### src/rtl/ipbus_reg_bank.sv
// IPbus slave register bank: N_REGS registers, optional read-only status slots, optional wait states.
// The response (ack/err/rdata) and any register write happen on the edge that leaves RESP.

module ipbus_reg_slot #(
  parameter int DATA_W = 32,
  parameter bit RO     = 1'b0
) (
  input  logic              clk_i,
  input  logic              rst_n_i,
  input  logic              we_i,
  input  logic [DATA_W-1:0] wdata_i,
  input  logic [DATA_W-1:0] status_i,
  output logic [DATA_W-1:0] rd_o,
  output logic [DATA_W-1:0] ctrl_o
);
  logic [DATA_W-1:0] val_q, val_d;

  always_comb val_d = (we_i && !RO) ? wdata_i : val_q;

  always_ff @(posedge clk_i or negedge rst_n_i)
    if (!rst_n_i) val_q <= '0;
    else          val_q <= val_d;

  // Read-only slots expose live status and keep ctrl at zero; the flop folds away.
  assign rd_o   = RO ? status_i : val_q;
  assign ctrl_o = RO ? '0 : val_q;
endmodule

module ipbus_reg_bank #(
  parameter int                DATA_W      = 32,
  parameter int                ADDR_W      = 32,
  parameter int                N_REGS      = 8,
  parameter logic [ADDR_W-1:0] BASE_ADDR   = '0,
  parameter logic [N_REGS-1:0] RO_MASK     = '0,
  parameter int                WAIT_STATES = 0
) (
  input  logic                     CLK,
  input  logic                     RST_N,
  input  logic [ADDR_W-1:0]        ipb_addr,
  input  logic [DATA_W-1:0]        ipb_wdata,
  input  logic                     ipb_strobe,
  input  logic                     ipb_write,
  output logic [DATA_W-1:0]        ipb_rdata,
  output logic                     ipb_ack,
  output logic                     ipb_err,
  input  logic [N_REGS*DATA_W-1:0] hw_status,
  output logic [N_REGS*DATA_W-1:0] ctrl_q
);
  localparam int IW = (N_REGS > 1) ? $clog2(N_REGS) : 1;

  typedef enum logic [1:0] {S_IDLE, S_WAIT, S_RESP} state_t;

  state_t                        state_q, state_d;
  logic [2:0]                    cnt_q, cnt_d;
  logic [ADDR_W-1:0]             addr_q, addr_d;
  logic [DATA_W-1:0]             wdata_q, wdata_d;
  logic                          write_q, write_d;
  logic [DATA_W-1:0]             resp_q, resp_d;
  logic                          ack_q, ack_d, err_q, err_d;
  logic [DATA_W-1:0]             rdata_q, rdata_d;

  logic [N_REGS-1:0][DATA_W-1:0] slot_rd;
  logic [N_REGS-1:0]             slot_we;
  logic [ADDR_W-1:0]             dec_addr, dec_off;
  logic [IW-1:0]                 dec_idx;
  logic                          dec_hit, dec_ro, do_write;

  // In IDLE the address being latched this edge must drive the status sample.
  assign dec_addr = (state_q == S_IDLE) ? ipb_addr : addr_q;
  assign dec_off  = dec_addr - BASE_ADDR;
  assign dec_hit  = dec_off < ADDR_W'(N_REGS);
  assign dec_idx  = dec_off[IW-1:0];
  assign dec_ro   = dec_hit && RO_MASK[dec_idx];

  always_comb begin
    state_d  = state_q;
    cnt_d    = cnt_q;
    addr_d   = addr_q;
    wdata_d  = wdata_q;
    write_d  = write_q;
    resp_d   = resp_q;
    ack_d    = 1'b0;
    err_d    = 1'b0;
    rdata_d  = '0;
    do_write = 1'b0;
    case (state_q)
      S_IDLE: begin
        if (ipb_strobe) begin
          addr_d  = ipb_addr;
          wdata_d = ipb_wdata;
          write_d = ipb_write;
          if (WAIT_STATES == 0) begin
            state_d = S_RESP;
            resp_d  = slot_rd[dec_idx];
          end else begin
            state_d = S_WAIT;
            cnt_d   = 3'(WAIT_STATES - 1);
          end
        end
      end
      S_WAIT: begin
        if (!ipb_strobe) begin
          state_d = S_IDLE;
          cnt_d   = '0;
        end else if (cnt_q == '0) begin
          state_d = S_RESP;
          resp_d  = slot_rd[dec_idx];
        end else begin
          cnt_d = cnt_q - 3'd1;
        end
      end
      S_RESP: begin
        state_d = S_IDLE;
        if (dec_hit && !(write_q && dec_ro)) begin
          ack_d    = 1'b1;
          rdata_d  = write_q ? '0 : resp_q;
          do_write = write_q;
        end else begin
          err_d = 1'b1;
        end
      end
      default: state_d = S_IDLE;
    endcase
  end

  always_ff @(posedge CLK or negedge RST_N) begin
    if (!RST_N) begin
      state_q <= S_IDLE;
      cnt_q   <= '0;
      addr_q  <= '0;
      wdata_q <= '0;
      write_q <= 1'b0;
      resp_q  <= '0;
      ack_q   <= 1'b0;
      err_q   <= 1'b0;
      rdata_q <= '0;
    end else begin
      state_q <= state_d;
      cnt_q   <= cnt_d;
      addr_q  <= addr_d;
      wdata_q <= wdata_d;
      write_q <= write_d;
      resp_q  <= resp_d;
      ack_q   <= ack_d;
      err_q   <= err_d;
      rdata_q <= rdata_d;
    end
  end

  generate
    for (genvar i = 0; i < N_REGS; i++) begin : g_slot
      assign slot_we[i] = do_write && (dec_idx == IW'(i));
      ipbus_reg_slot #(
        .DATA_W (DATA_W),
        .RO     (RO_MASK[i])
      ) u_slot (
        .clk_i    (CLK),
        .rst_n_i  (RST_N),
        .we_i     (slot_we[i]),
        .wdata_i  (wdata_q),
        .status_i (hw_status[i*DATA_W +: DATA_W]),
        .rd_o     (slot_rd[i]),
        .ctrl_o   (ctrl_q[i*DATA_W +: DATA_W])
      );
    end
  endgenerate

  assign ipb_ack   = ack_q;
  assign ipb_err   = err_q;
  assign ipb_rdata = rdata_q;
endmodule

### config.mk
export PLATFORM = sky130hd
export DESIGN_NAME = ipbus_reg_bank
export DESIGN_NICKNAME = d
export VERILOG_FILES = /design/src/rtl/ipbus_reg_bank.sv
export SDC_FILE = /design/constraint.sdc
export NUM_CORES = 1
export LEC_CHECK = 0
export CAP_MARGIN = 30
export CELL_PAD_IN_SITES_DETAIL_PLACEMENT = 1
export CELL_PAD_IN_SITES_GLOBAL_PLACEMENT = 2
export CORE_ASPECT_RATIO = 0.9
export CORE_UTILIZATION = 30
export CTS_BUF_LIST = sky130_fd_sc_hd__clkbuf_16
export DETAILED_ROUTE_END_ITERATION = 12
export PLACE_DENSITY = 0.94
export SETUP_SLACK_MARGIN = 0.2
export SLEW_MARGIN = 25
export SYNTH_ARGS = -nofsm -noshare
export SYNTH_HDL_FRONTEND = slang
export SYNTH_SLANG_ARGS = --single-unit
### constraint.sdc
create_clock -name CLK -period 5.4 [get_ports CLK]
set_input_delay 1.08 -clock CLK [delete_from_list [all_inputs] [get_ports CLK]]
set_output_delay 1.08 -clock CLK [all_outputs]
set_load 0.05 [all_outputs]
Yosys cells after proc, flatten, opt, wreduce, memory -nomap -nowiden --
Memory sizes are Yosys's and may differ from the RTL's. Index checks and enable logic that the tools add are counted.
Cells by class: equality and inequality tests 14, add/subtract/negate cells 1, reductions and logical operators 20, order comparisons 2, mux-type cells 23
Operators with widths (count):
- two-way mux 32 bit | 8
- binary-select mux 32 bit (select 3 bit) | 1
- one-hot mux 32 bit (2 select lines) | 1
- less-than comparator 32 x 4 -> 1 bit, second input constant | 1
- equality test 3 bit, second input constant | 4
- logical AND 1 bit | 11
- != test 2 bit, second input constant | 4
- two-way mux 1 bit | 7
- equality test 3 x 2 -> 1 bit, second input constant | 2
- logical NOT 3 bit | 2
- two-way mux 2 bit | 3
- two-way mux 3 bit | 2
- AND reduction 2 bit | 3
- less-than comparator 3 x 4 -> 1 bit, second input constant | 1
- one-hot mux 2 bit (2 select lines) | 1
- AND reduction 4 bit | 1
- equality test 3 x 1 -> 1 bit, second input constant | 1
- != test 3 bit, second input constant | 1
- subtractor 3 x 1 -> 3 bit, second input constant | 1
- equality test 2 x 1 -> 1 bit, second input constant | 1
- equality test 2 bit, second input constant | 1
- logical NOT 2 bit | 1
- nonzero test 2 bit | 1
- logical NOT 1 bit | 1
Storage, ports and cells: memory bits (read-only) 8, memories 1, word-level logic and storage cells 78, flip-flop bits (word level) 392, output and inout port bits 290, input port bits 324
Memory list:
- (name not given) | words 8, bits a word 1, rd ports 1, clocked after Yosys merged registers in 0, write ports 0, RTL line 73 | assign dec_ro = dec_hit && RO_MASK[dec_idx];

Depth between registers and ports, before layout --
Gate-level depths: netlist (run 1).
depth after elaboration 11, depth in mapped cells 8, depth with buffers taken out 5

By module --
A second synthesis (run 1) with hierarchy kept.
Second synthesis, totals: cell total of the unflattened synthesis 1349, area total of the unflattened synthesis 19308.5 um^2
Modules (own cells, without submodules):
- ipbus_reg_slot | times used 8, area each 1585.3 um^2, seq. area each 800.8 um^2, cells an instance 100
- ipbus_reg_bank | times used 1, area each 6626.4 um^2, seq. area each 3303.2 um^2, cells an instance 549

Worst setup path after synthesis (run 1) --
Ideal clock, no wire load.
path type input port to flip-flop, start point input ipb_addr[1], end point register g_slot[2].u_slot.val_q[10], setup time 125 ps, stages 7, arrival 2702 ps, required time 5275 ps, path buffers 3, path slack 2573 ps, cell sequence clkbuf_1 -> mux2_2 -> buf_2 -> nand2_1 -> nor4_4 -> buf_8 -> mux2_4
Between the ends: word-level cells in the longest chain between the ends 10, elaborated cells between the ends (all ways) 12, those cells by class order compare (1); eq/ne (1); mux (4); reduce/logical (5); memory (1)
RTL lines:
- start: declaration | RTL line 39 | input logic [ADDR_W-1:0] ipb_addr,
- two-way mux 32 bit * | RTL line 69 | assign dec_addr = (state_q == S_IDLE) ? ipb_addr : addr_q;
- branches (longest 8 deep; another with less-than comparator 32 x 4 -> 1 bit)
- logical AND 1 bit * | RTL line 152 | assign slot_we[i] = do_write && (dec_idx == IW'(i));
- end signal: assignment | RTL line 22 | else val_q <= val_d;
- end: declaration | RTL line 16 | logic [DATA_W-1:0] val_q, val_d;
Mark *: on every way between the ends. The select of a mux whose other input is x is not followed. A chain may end at the register's enable or synchronous reset.

Worst setup path after layout (run 1) --
start point register state_q[1], end point register g_slot[5].u_slot.val_q[6]
Between the ends: word-level cells in the longest chain between the ends 11, elaborated cells between the ends (all ways) 14, those cells by class order compare (1); eq/ne (2); mux (4); reduce/logical (6); memory (1)
RTL lines:
- start: declaration | RTL line 53 | state_t state_q, state_d;
- start signal: assignment | RTL line 138 | state_q <= state_d;
- branches (longest 10 deep; another with less-than comparator 32 x 4 -> 1 bit)
- logical AND 1 bit * | RTL line 152
- end signal: assignment | RTL line 22
- end: declaration | RTL line 16
Marks and branches as above.

==> summary.txt, run 1 <==
Clock tree
  – Clock buffer depth: 3
  – Clock Latency Late Sink: 0.59 ns
  – Cts bufs inserted: 45
  – Resized cells post-CTS: 0
  – H-tree lvl count: 2
  – TritonCTS Sinks: 388
  – CTS tree: built
  – CTS Hold Buffers Added: 0
  – Post-CTS Setup Inserts: 0
  – Clock transition at path regs: 0.06 ns
  – Root Buffer: clkbuf_16

Placement
  – Post-DP HPWL: 42800 µm
  – Dpl cells: 2341
  – Port bufs: 357
  – Placer Congestion: 0.819
  – Area after DPL: 21500 µm²

Drt
  – Final WL: 66800 µm
  – Met2 Routed Length: 30900 µm
  – Top sig layer: met4
  – Met3 routed WL: 5670 µm
  – DRT iter0 DRCs: 587
  – Via/cell ratio: 5.15
  – DRC: 0
  – Via count: 12502
  – Final ANT Viol Nets: 0
  – Pre-antenna DRT Iters: 4
  – Met1 wire length: 28100 µm
  – Routed WL per cell: 27.5 µm

Cells and area
  – Nets@finish: 1958
  – Leading cell type in the layout, fill and taps excluded: dfrtp_1
  – Commonest non-fill, non-tap cells in the layout: dfrtp_1, clkdlybuf4s50_1, nand2_1
  – Post-route cell area: 23000 µm²
  – Area grow syn2layout: 34.5%
  – Post-Layout Cell Count: 2429
  – Fillcell total: 5883
  – Fraction of layout cells with a size suffix above 1: 19.0%
  – Utilization after layout: 41.1%

Global route
  – Total grt overflow: 0
  – Vias in the first global route: 13852
  – First-pass GRT wire length: 97200 µm
  – Largest net degree at the start of global routing: 122
  – Total GRT Usage: 23.0%
  – Antenna violations before repair: 3

Logic synthesis
  – Ranking of synthesized cells by area: dfrtp_1, mux2_4, mux2_1
  – Leading area contributor after synthesis: dfrtp_1
  – Post-synthesis sequential area ratio: 56.8%
  – Post-Syn Area: 17100 µm²
  – Ys Warns: 0
  – Syn Area/Cell: 13.4 µm²
  – Post-Syn Instances: 1276
  – Synthesized flop and latch total: 388
  – Yosys cell types: 40
  – Syn nets: 1600
  – Yosys top cell area share: 56.8%

Pwr
  – Power per Cell Area: 293 nW/µm²
  – Sw Share: 26.5%
  – Sw Pwr: 1.78 mW
  – Pwr Total: 6.73 mW
  – Leak pwr: 10.6 nW
  – Sequential share of power: 46.8%
  – Clk pwr share: 45.5%
  – Int Pwr: 4.95 mW
  – VDD IR max: 218 µV
  – Combinational share of power: 7.7%

Setup path
  – Crit path DAT: 4.05 ns
  – CP Launch Type: flip-flop
  – CP endpoint kind: flip-flop
  – CP cell instances: mux2i_4, buf_4, nand2_1, nor4_4, buf_4, mux2_1
  – Critical Path Slowest Stage Cell: dfrtp_1
  – Critical Path Most Common Cell: buf_4
  – Worst EP required: 5.83 ns
  – Worst Path Class, Setup: flip-flop to flip-flop
  – Reg2Reg Setup Slack: 1.78 ns
  – Critical path's largest stage delay: 0.89 ns
  – Critical path fanouts, max: 47

STA
  – Tcrit/Tclk final: 67.0%
  – FMAX: 277 MHz
  – Max-slew headroom: 33.3%
  – Setup-failing EPs final: 0
  – Total negative slack: 0 ns
  – Slew Limit Fails: 0
  – RSZ-0062 raised after global routing: no
  – Fin crit period: 3.62 ns
  – Worst Clk Skew: 0.0327 ns
  – Hold Fails Final Rpt: 0
  – Worst slew pin tran: 1.00 ns

Floorplanning
  – Die height: 228 µm
  – Die footprint: 57900 µm²
  – Site row count: 82
  – Io pins: 614
  – Starting Density: 30.5%
  – Die X: 254 µm
  – CORE AREA: 56000 µm²

Job
  – Max_cap viols: 0

Outcome
  – Outcome: finished clean

Min path
  – HP Class: input port to asynchronous set/reset pin
==> area by class of cell <==
type | instances | area [µm²] | share of cell area, %
clock inverter | 36 | 283 | 1.23
antenna | 3 | 7.51 | 0.0326
clock buffer | 47 | 1180 | 5.11
inverter | 2 | 10.0 | 0.0435
multi-input combinational | 801 | 6920 | 30.1
tap | 756 | 946 | 4.11
timing repair buffer | 396 | 3940 | 17.1
sequential | 388 | 9710 | 42.2
==> synthesized netlist by cell type, drive strengths merged <==
cell type and n:
mux2i 21, o2111ai 1, nor3b 1, nor3 7, a21oi 36, a22o 17
nor4b 1, nor4 14, dfrtp 388, clkbuf 44, o211a 1, a221oi 26
o2111a 2, nand3 3, mux2 289, nand2b 2, o21ai 4, a221o 19
a211oi 10, buf 41, nor2 22, nand2 236, o221ai 16, o221a 15
and3b 1, nand3b 1, a32o 1, and2 33, inv 2, nand4 3
nor2b 19
==> power by group through the flow <==
stage,clock (mW),combinational [mW],sequential (mW)
after floorplan,0,0.250,3.15
after global placement,0,0.496,3.19
after detailed placement,0,0.512,3.20
after CTS,3.12,0.517,3.15
after global routing,3.23,0.557,3.17
final,3.06,0.516,3.15
==> critical path, delay by kind of cell, from the launching register on <==
kind	cells	cell delay, ns
DFF	1	0.89
buffers and inverters	2	1.25
and+or+nand+nor	2	0.56
muxes	2	0.75
==> worst paths after layout <==
| kind | startpoint | end | cells past startpoint |
|---|---|---|---|
| worst max register to register | state_q[1]$_DFFE_PN0P_ | g_slot[5].u_slot.ctrl_o[6]$_DFFE_PN0P_ | 6 |
| max in group asynchronous | RST_N | g_slot[5].u_slot.ctrl_o[21]$_DFFE_PN0P_ | 3 |
| worst max-delay path | state_q[1]$_DFFE_PN0P_ | g_slot[5].u_slot.ctrl_o[6]$_DFFE_PN0P_ | 6 |
| worst min register to register | resp_q[8]$_DFFE_PN0P_ | ipb_rdata[8]$_DFF_PN0_ | 1 |
| min in group CLK | resp_q[8]$_DFFE_PN0P_ | ipb_rdata[8]$_DFF_PN0_ | 1 |
| worst min-delay path | RST_N | g_slot[3].u_slot.ctrl_o[22]$_DFFE_PN0P_ | 1 |
==> logic make-up (layout without fill, tap and decap cells) <==
family          Yosys count  after routing  share of synthesized area [%]
buf+inv                  87            481                           3.05
mux                     310            310                           22.9
simple gates            343            343                           10.2
other cells               0              3                              0
flops                   388            388                           56.8
compound gates          148            148                           7.06
==> metrics by stage <==
step / setup WS (ns) / hold slack (ns)
after floorplan: 2.57 / 0.454
after global placement: 1.37 / 0.463
after detailed placement: 1.61 / 0.473
after CTS: 1.82 / 0.484
after global routing: 1.68 / 0.417
final: 1.78 / 0.407
==> metal layers <==
metal  up-vias  global-route usage [%]
met4         0                    7.80
met5         -                       0
met3       128                    6.21
met2       529                    36.6
met1      6596                    30.1
li1       5249                       -
==> flip-flops by register name, summed over array words and instances, names as in the netlist <==
register              cells
addr_q                   32
g_slot.u_slot.ctrl_o    256
ipb_ack                   1
ipb_err                   1
ipb_rdata                32
resp_q                   32
state_q                   1
wdata_q                  32
write_q                   1
Note: power is estimated with default switching activity, not from simulation.
==> inputs of run 2 (changes only) <==
--- a/config.mk
+++ b/config.mk
@@ -9,10 +9,10 @@
 export CELL_PAD_IN_SITES_DETAIL_PLACEMENT = 1
 export CELL_PAD_IN_SITES_GLOBAL_PLACEMENT = 2
 export CORE_ASPECT_RATIO = 0.9
-export CORE_UTILIZATION = 30
+export CORE_UTILIZATION = 29
 export CTS_BUF_LIST = sky130_fd_sc_hd__clkbuf_16
 export DETAILED_ROUTE_END_ITERATION = 12
-export PLACE_DENSITY = 0.94
+export PLACE_DENSITY = 0.91
 export SETUP_SLACK_MARGIN = 0.2
 export SLEW_MARGIN = 25
 export SYNTH_ARGS = -nofsm -noshare
==> constraint.sdc (replaced) <==
create_clock -name CLK -period 3.35 [get_ports CLK]
set_input_delay 0.67 -clock CLK [delete_from_list [all_inputs] [get_ports CLK]]
set_output_delay 0.67 -clock CLK [all_outputs]
set_load 0.05 [all_outputs]
==> summary.txt, run 2 (synthesis gave the netlist of run 1 again) <==
Outcome
  – Outcome: finished clean

Pwr
  – Leak pwr: 10.7 nW (+0.87%)
  – VDD IR max: 253 µV (+16%)
  – Combinational share of power: 7.9% (+0.2 points)
  – Power per Cell Area: 463 nW/µm² (+58%)
  – Sequential share of power: 47.3% (+0.5 points)
  – Clk pwr share: 44.8% (-0.7 points)
  – Sw Pwr: 2.77 mW (+56%)
  – Int Pwr: 7.97 mW (+61%)
  – Sw Share: 25.8% (-0.65 points)

Drt
  – DRC: 0 (unchanged)
  – Via/cell ratio: 5.10 (-0.96%)
  – Routed WL per cell: 26.4 µm (-4.1%)
  – Via count: 12530 (+0.22%)
  – Top sig layer: met5
  – Final ANT Viol Nets: 0 (unchanged)
  – Met2 Routed Length: 30100 µm (-2.9%)
  – DRT iter0 DRCs: 833 (+42%)
  – Final WL: 64800 µm (-3.0%)
  – Pre-antenna DRT Iters: 5 (+1)
  – Met1 wire length: 28100 µm (-0.11%)
  – Met3 routed WL: 4910 µm (-13%)

Job
  – Max_cap viols: 0 (unchanged)

STA
  – Hold Slack: 0.101 ns (-0.306 ns)
  – Fin crit period: 2.60 ns (-1.02 ns)
  – Hold Fails Final Rpt: 0 (unchanged)
  – Setup-failing EPs final: 0 (unchanged)
  – Worst Clk Skew: 0.0117 ns (-0.0210 ns)
  – Tcrit/Tclk final: 77.6% (+11 points)
  – Max-slew headroom: 36.4% (+3.1 points)
  – RSZ-0062 raised after global routing: no
  – Slew Limit Fails: 0 (unchanged)
  – Worst slew pin tran: 0.954 ns (-0.0472 ns)
  – FMAX: 385 MHz (+39%)
  – Total negative slack: 0 ns (unchanged)

Placement
  – Port bufs: 357 (unchanged)
  – Placer Congestion: 0.828 (+1.2%)
  – Post-DP HPWL: 43100 µm (+0.76%)

Min path
  – HP Class: input port to asynchronous set/reset pin

Setup path
  – CP delay by family, top: simple AND/OR/NAND/NOR gates
  – CP Launch Type: flip-flop
  – Crit path DAT: 3.05 ns (-1.00 ns)
  – CP endpoint kind: flip-flop
  – Worst EP required: 3.80 ns (-2.03 ns)
  – CP cell instances: nor4_2, nand4_4, nor4_4, buf_4, mux2_2
  – Critical path's largest stage delay: 0.49 ns (-0.40 ns)
  – Buf/Inv on CP: 1 (-1)
  – Critical Path Slowest Stage Cell: nor4_2
  – Critical path fanouts, max: 12 (-74%)
  – Worst Path Class, Setup: flip-flop to flip-flop

Clock tree
  – CTS tree: built
  – CTS Hold Buffers Added: 0 (unchanged)
  – Cts bufs inserted: 44 (-2.2%)
  – TritonCTS Sinks: 388 (unchanged)
  – Root Buffer: clkbuf_16
  – Clock transition at path regs: 0.06 ns (about the same)
  – Resized cells post-CTS: 0 (unchanged)
  – Clock buffer depth: 3 (unchanged)
  – Post-CTS Setup Inserts: 0 (unchanged)
  – Clock Latency Late Sink: 0.56 ns (-0.03 ns)
  – H-tree lvl count: 2 (unchanged)

Cells and area
  – Nets@finish: 1972 (+0.72%)
  – Area grow syn2layout: 35.7%
  – Reg area: 9710 µm² (unchanged)
  – Multi-input logic area: 6920 µm² (unchanged)
  – Fraction of layout cells with a size suffix above 1: 19.8% (+0.76 points)
  – Fillcell total: 6066 (+3.1%)
  – Commonest non-fill, non-tap cells in the layout: dfrtp_1, clkdlybuf4s50_1, nand2_1
  – Max reg flops: 256 (unchanged)
  – Leading cell type in the layout, fill and taps excluded: dfrtp_1

Floorplanning
  – Die footprint: 59900 µm² (+3.4%)
  – Site row count: 84 (+2.4%)
  – Die height: 232 µm (+1.7%)
  – CORE AREA: 58300 µm² (+4.1%)
  – Starting Density: 29.3% (-1.2 points)
  – Die X: 258 µm (+1.7%)
  – Io pins: 614 (unchanged)

Global route
  – Total grt overflow: 0 (unchanged)
  – Antenna violations before repair: 4 (+1)
  – Total GRT Usage: 21.5% (-1.5 points)
  – Vias in the first global route: 13682 (-1.2%)
  – Largest net degree at the start of global routing: 97 (-20%)
  – First-pass GRT wire length: 94800 µm (-2.4%)
-- run 2: cell count changes in the layout (fill, tap and decap cells not counted), sizes merged --
| cell | before | now |
|---|---|---|
| clkbuf | 47 | 45 |
| diode | 3 | 2 |
| bufinv | 4 | 5 |
| clkinvlp | 3 | 2 |
| buf | 42 | 57 |
| clkinv | 20 | 19 |
-- run 2: layout make-up --
cell class	instances	area share, %
antenna	2	0.0216
clock buffer	45	4.86
inverter	2	0.0432
multi-input combinational	801	29.8
tap	774	4.18
timing repair buffer	411	17.9
clock inverter	35	1.27
sequential	388	41.9
-- run 2: final timing paths --
path | startpoint | to | slack, ns | cells after the start
min reg2reg | resp_q[0]$_DFFE_PN0P_ | ipb_rdata[0]$_DFF_PN0_ | 0.49 | 1
max in group asynchronous | RST_N | g_slot[6].u_slot.ctrl_o[27]$_DFFE_PN0P_ | 2.13 | 2
max | addr_q[20]$_DFFE_PN0P_ | g_slot[2].u_slot.ctrl_o[0]$_DFFE_PN0P_ | 0.75 | 5
min | RST_N | resp_q[16]$_DFFE_PN0P_ | 0.10 | 1
max reg2reg | addr_q[20]$_DFFE_PN0P_ | g_slot[2].u_slot.ctrl_o[0]$_DFFE_PN0P_ | 0.75 | 5
min in group CLK | resp_q[0]$_DFFE_PN0P_ | ipb_rdata[0]$_DFF_PN0_ | 0.49 | 1
-- run 2: routing by layer --
layer	vias to the layer above	GRT usage [%]
met4	2	6.60
li1	5284	-
met5	-	0
met3	108	5.48
met1	6578	28.3
met2	558	34.7
-- run 2: power groups by stage --
stage	sequential [mW]	clock, mW	combinational [mW]
after floorplan	5.08	0	0.403
after global placement	5.15	0	0.832
after detailed placement	5.16	0	0.860
after CTS	5.08	4.91	0.864
after global routing	5.11	5.08	0.915
final	5.08	4.81	0.848
-- run 2: per-stage QoR --
step / setup slack [ns] / util (%) / power [mW] / instance area, µm² / std cells
4_1_cts: 0.736 / 39.8 / 10.9 / 23200 / 2456
6_report: 0.750 / 39.8 / 10.7 / 23200 / 2458
2_1_floorplan: 0.933 / - / 5.48 / 17100 / 1276
5_1_grt: 0.649 / 39.8 / 11.1 / 23200 / 2456
3_3_place_gp: 0.496 / 37.3 / 5.98 / 21800 / 2375
3_5_place_dp: 0.410 / 37.3 / 6.02 / 21800 / 2376
-- run 2: worst reg2reg max path, cell delays in order (launching register included) --
cell and delay, ns:
dfrtp_1 0.39, nor4_2 0.49, nand4_4 0.39, nor4_4 0.42, buf_4 0.40, mux2_2 0.39
==> inputs of run 3 (changes only) <==
--- a/config.mk
+++ b/config.mk
@@ -9,10 +9,10 @@
 export CELL_PAD_IN_SITES_DETAIL_PLACEMENT = 1
 export CELL_PAD_IN_SITES_GLOBAL_PLACEMENT = 2
 export CORE_ASPECT_RATIO = 0.9
-export CORE_UTILIZATION = 29
+export CORE_UTILIZATION = 26
 export CTS_BUF_LIST = sky130_fd_sc_hd__clkbuf_16
 export DETAILED_ROUTE_END_ITERATION = 12
-export PLACE_DENSITY = 0.91
+export PLACE_DENSITY = 0.87
 export SETUP_SLACK_MARGIN = 0.2
 export SLEW_MARGIN = 25
 export SYNTH_ARGS = -nofsm -noshare
==> constraint.sdc (replaced) <==
create_clock -name CLK -period 2.1 [get_ports CLK]
set_input_delay 0.42 -clock CLK [delete_from_list [all_inputs] [get_ports CLK]]
set_output_delay 0.42 -clock CLK [all_outputs]
set_load 0.05 [all_outputs]
==> summary.txt, run 3 (synthesis gave the netlist of run 1 again) <==
Clock tree
  – Clock transition at path regs: 0.06 ns (about the same)
  – Root Buffer: clkbuf_16
  – TritonCTS Sinks: 388 (unchanged)
  – CTS tree: built
  – Cts bufs inserted: 43 (-2.3%)
  – H-tree lvl count: 2 (unchanged)
  – Clock buffer depth: 3 (unchanged)
  – Clock Latency Late Sink: 0.58 ns (+0.02 ns)

Setup path
  – Reg2Reg Setup Slack: -0.31 ns (-1.06 ns)
  – Worst EP required: 2.55 ns (-1.25 ns)
  – CP cell instances: nor4_4, nand4_4, buf_12, buf_6, nor4_4, buf_6, buf_12, buf_16, mux2_4
  – FF-to-FF End: g_slot[7].u_slot.ctrl_o[22]$_DFFE_PN0P_
  – Critical Path Start: addr_q[16]$_DFFE_PN0P_
  – WP depth: 9 (+4)
  – Reg2reg path depth: 9 (+4)
  – Critical R2R Launch: addr_q[16]$_DFFE_PN0P_
  – CP delay by family, top: simple AND/OR/NAND/NOR gates
  – Worst Path Class, Setup: flip-flop to flip-flop
  – Crit path DAT: 2.85 ns (-0.20 ns)
  – Critical path fanouts, max: 8 (-4)
  – Buf/Inv on CP: 5 (+4)
  – CP endpoint kind: flip-flop
  – Worst setup path end: g_slot[7].u_slot.ctrl_o[22]$_DFFE_PN0P_
  – CP Launch Type: flip-flop
  – Critical Path Slowest Stage Cell: dfrtp_1
  – Critical path's largest stage delay: 0.41 ns (-0.08 ns)

Cells and area
  – Area grow syn2layout: 54.8%
  – Fraction of layout cells with a size suffix above 1: 49.2% (+29 points)
  – Leading cell type in the layout, fill and taps excluded: dfrtp_1
  – Utilization after layout: 41.0% (+1.3 points)
  – Fillcell total: 6653 (+9.7%)
  – Commonest non-fill, non-tap cells in the layout: dfrtp_1, mux2_4, nand2_1
  – Max reg flops: 256 (unchanged)
  – Nets@finish: 2103 (+6.6%)

Floorplanning
  – Site row count: 88 (+4.8%)
  – Io pins: 614 (unchanged)
  – Die X: 272 µm (+5.6%)
  – Die height: 245 µm (+5.6%)
  – CORE AREA: 64500 µm² (+11%)
  – Die footprint: 66800 µm² (+11%)
  – Starting Density: 26.5% (-2.8 points)

Pwr
  – Leak pwr: 12.1 nW (+13%)
  – VDD IR max: 476 µV (+88%)
  – Pwr Total: 17.7 mW (+65%)
  – Power per Cell Area: 670 nW/µm² (+45%)

Placement
  – Placer Congestion: 0.837 (+1.0%)
  – Post-DP HPWL: 46800 µm (+8.5%)
  – Place WS: -0.534 ns (-0.944 ns)
  – Port bufs: 357 (unchanged)

Global route
  – Total grt overflow: 0 (unchanged)
  – Total GRT Usage: 22.3% (+0.77 points)
  – Vias in the first global route: 14623 (+6.9%)
  – Antenna violations before repair: 5 (+1)
  – First-pass GRT wire length: 108000 µm (+14%)
  – Largest net degree at the start of global routing: 82 (-15%)

Outcome
  – Outcome: finished, violations left
  – Failing checks: negative setup slack

STA
  – Worst slew pin tran: 1.03 ns (+0.0745 ns)
  – Hold Fails Final Rpt: 0 (unchanged)
  – Final worst slack: -0.307 ns (-1.06 ns)
  – Fin crit period: 2.41 ns (-0.193 ns)
  – Max-slew headroom: 31.3% (-5.1 points)
  – Worst Clk Skew: 0.0245 ns (+0.0127 ns)
  – Hold Slack: 0.311 ns (+0.210 ns)
  – Slew Limit Fails: 0 (unchanged)
  – RSZ-0062 raised after global routing: yes
  – Total negative slack: -51.66 ns (-51.66 ns)
  – FMAX: 415 MHz (+8.0%)
  – Setup-failing EPs final: 303 (+303)
  – Tcrit/Tclk final: 115% (+37 points)

Min path
  – HP Class: input port to asynchronous set/reset pin

Drt
  – Final WL: 75600 µm (+17%)
  – Via count: 13260 (+5.8%)
  – Routed WL per cell: 28.3 µm (+7.4%)
  – Pre-antenna DRT Iters: 5 (unchanged)
  – Via/cell ratio: 4.97 (-2.6%)
  – Final ANT Viol Nets: 0 (unchanged)
  – DRC: 0 (unchanged)
  – DRT iter0 DRCs: 905 (+8.6%)

Job
  – Max_cap viols: 0 (unchanged)
==> run 3: cell count changes in the layout (fill, tap and decap cells not counted), moves of 42 or more <==
cell,previous run,this run
buf_12,14,56
mux2_1,120,0
buf_4,39,117
clkdlybuf4s15_2,0,199
mux2_4,121,258
clkdlybuf4s50_1,354,64
==> run 3: timing repair <==
action                                 4_1_cts  5_1_grt
endpoints found under the hold margin       34        0
setup endpoints to repair                  551      330
pin swaps                                   35       20
buffers inserted                            52        6
gates cloned                                19        7
gates resized for setup                    780       57
hold buffers                                 1        0
==> run 3: worst reg2reg max path: cells and delay by family (launching register included) <==
| kind | cells | cell delay (ns) |
|---|---|---|
| flops | 1 | 0.41 |
| simple gates | 3 | 0.78 |
| mux | 1 | 0.32 |
| buf+inv | 5 | 0.77 |
==> run 3: metal layers <==
layer	share of wire (%)	wire length, µm	vias up	global-route usage, %
met5	0.036	27	-	0
met4	2.3	1770	4	5.85
met3	7.0	5300	121	5.28
met2	45	34100	553	34.6
met1	45	34400	7011	31.0
li1	-	-	5571	-
==> run 3: where the power goes <==
group,switching (mW),leakage (nW),internal [mW]
sequential,0.376,5.25,7.73
combinational,1.02,6.13,0.782
clock,3.28,0.726,4.55
==> run 3: worst min path at each step <==
stage,start,to,slack (ns),cells past startpoint
floorplan,RST_N,addr_q[0]$_DFFE_PN0P_,0.12,0
global placement,RST_N,wdata_q[17]$_DFFE_PN0P_,0.33,1
detailed placement,RST_N,wdata_q[17]$_DFFE_PN0P_,0.33,1
CTS,RST_N,wdata_q[17]$_DFFE_PN0P_,0.30,2
global route,RST_N,wdata_q[17]$_DFFE_PN0P_,0.33,2
finish,RST_N,wdata_q[17]$_DFFE_PN0P_,0.31,2
==> run 3: final cells by class <==
cell class | instances | area (µm²) | share of cell area [%]
multi-input cells | 801 | 7760 | 29.3
clock buffers | 44 | 1100 | 4.16
diodes | 3 | 7.51 | 0.0284
flip-flops and latches | 388 | 9710 | 36.7
clock inverters | 34 | 327 | 1.23
repair buffers | 543 | 6480 | 24.5
well taps | 855 | 1070 | 4.04
inverters | 2 | 10.0 | 0.0378
==> run 3: stage by stage <==
stage / cells / cell area, µm²
floorplan: 1276 / 17500
global placement: 2504 / 22800
detailed placement: 2504 / 22800
CTS: 2654 / 26000
global route: 2668 / 26500
finish: 2670 / 26500
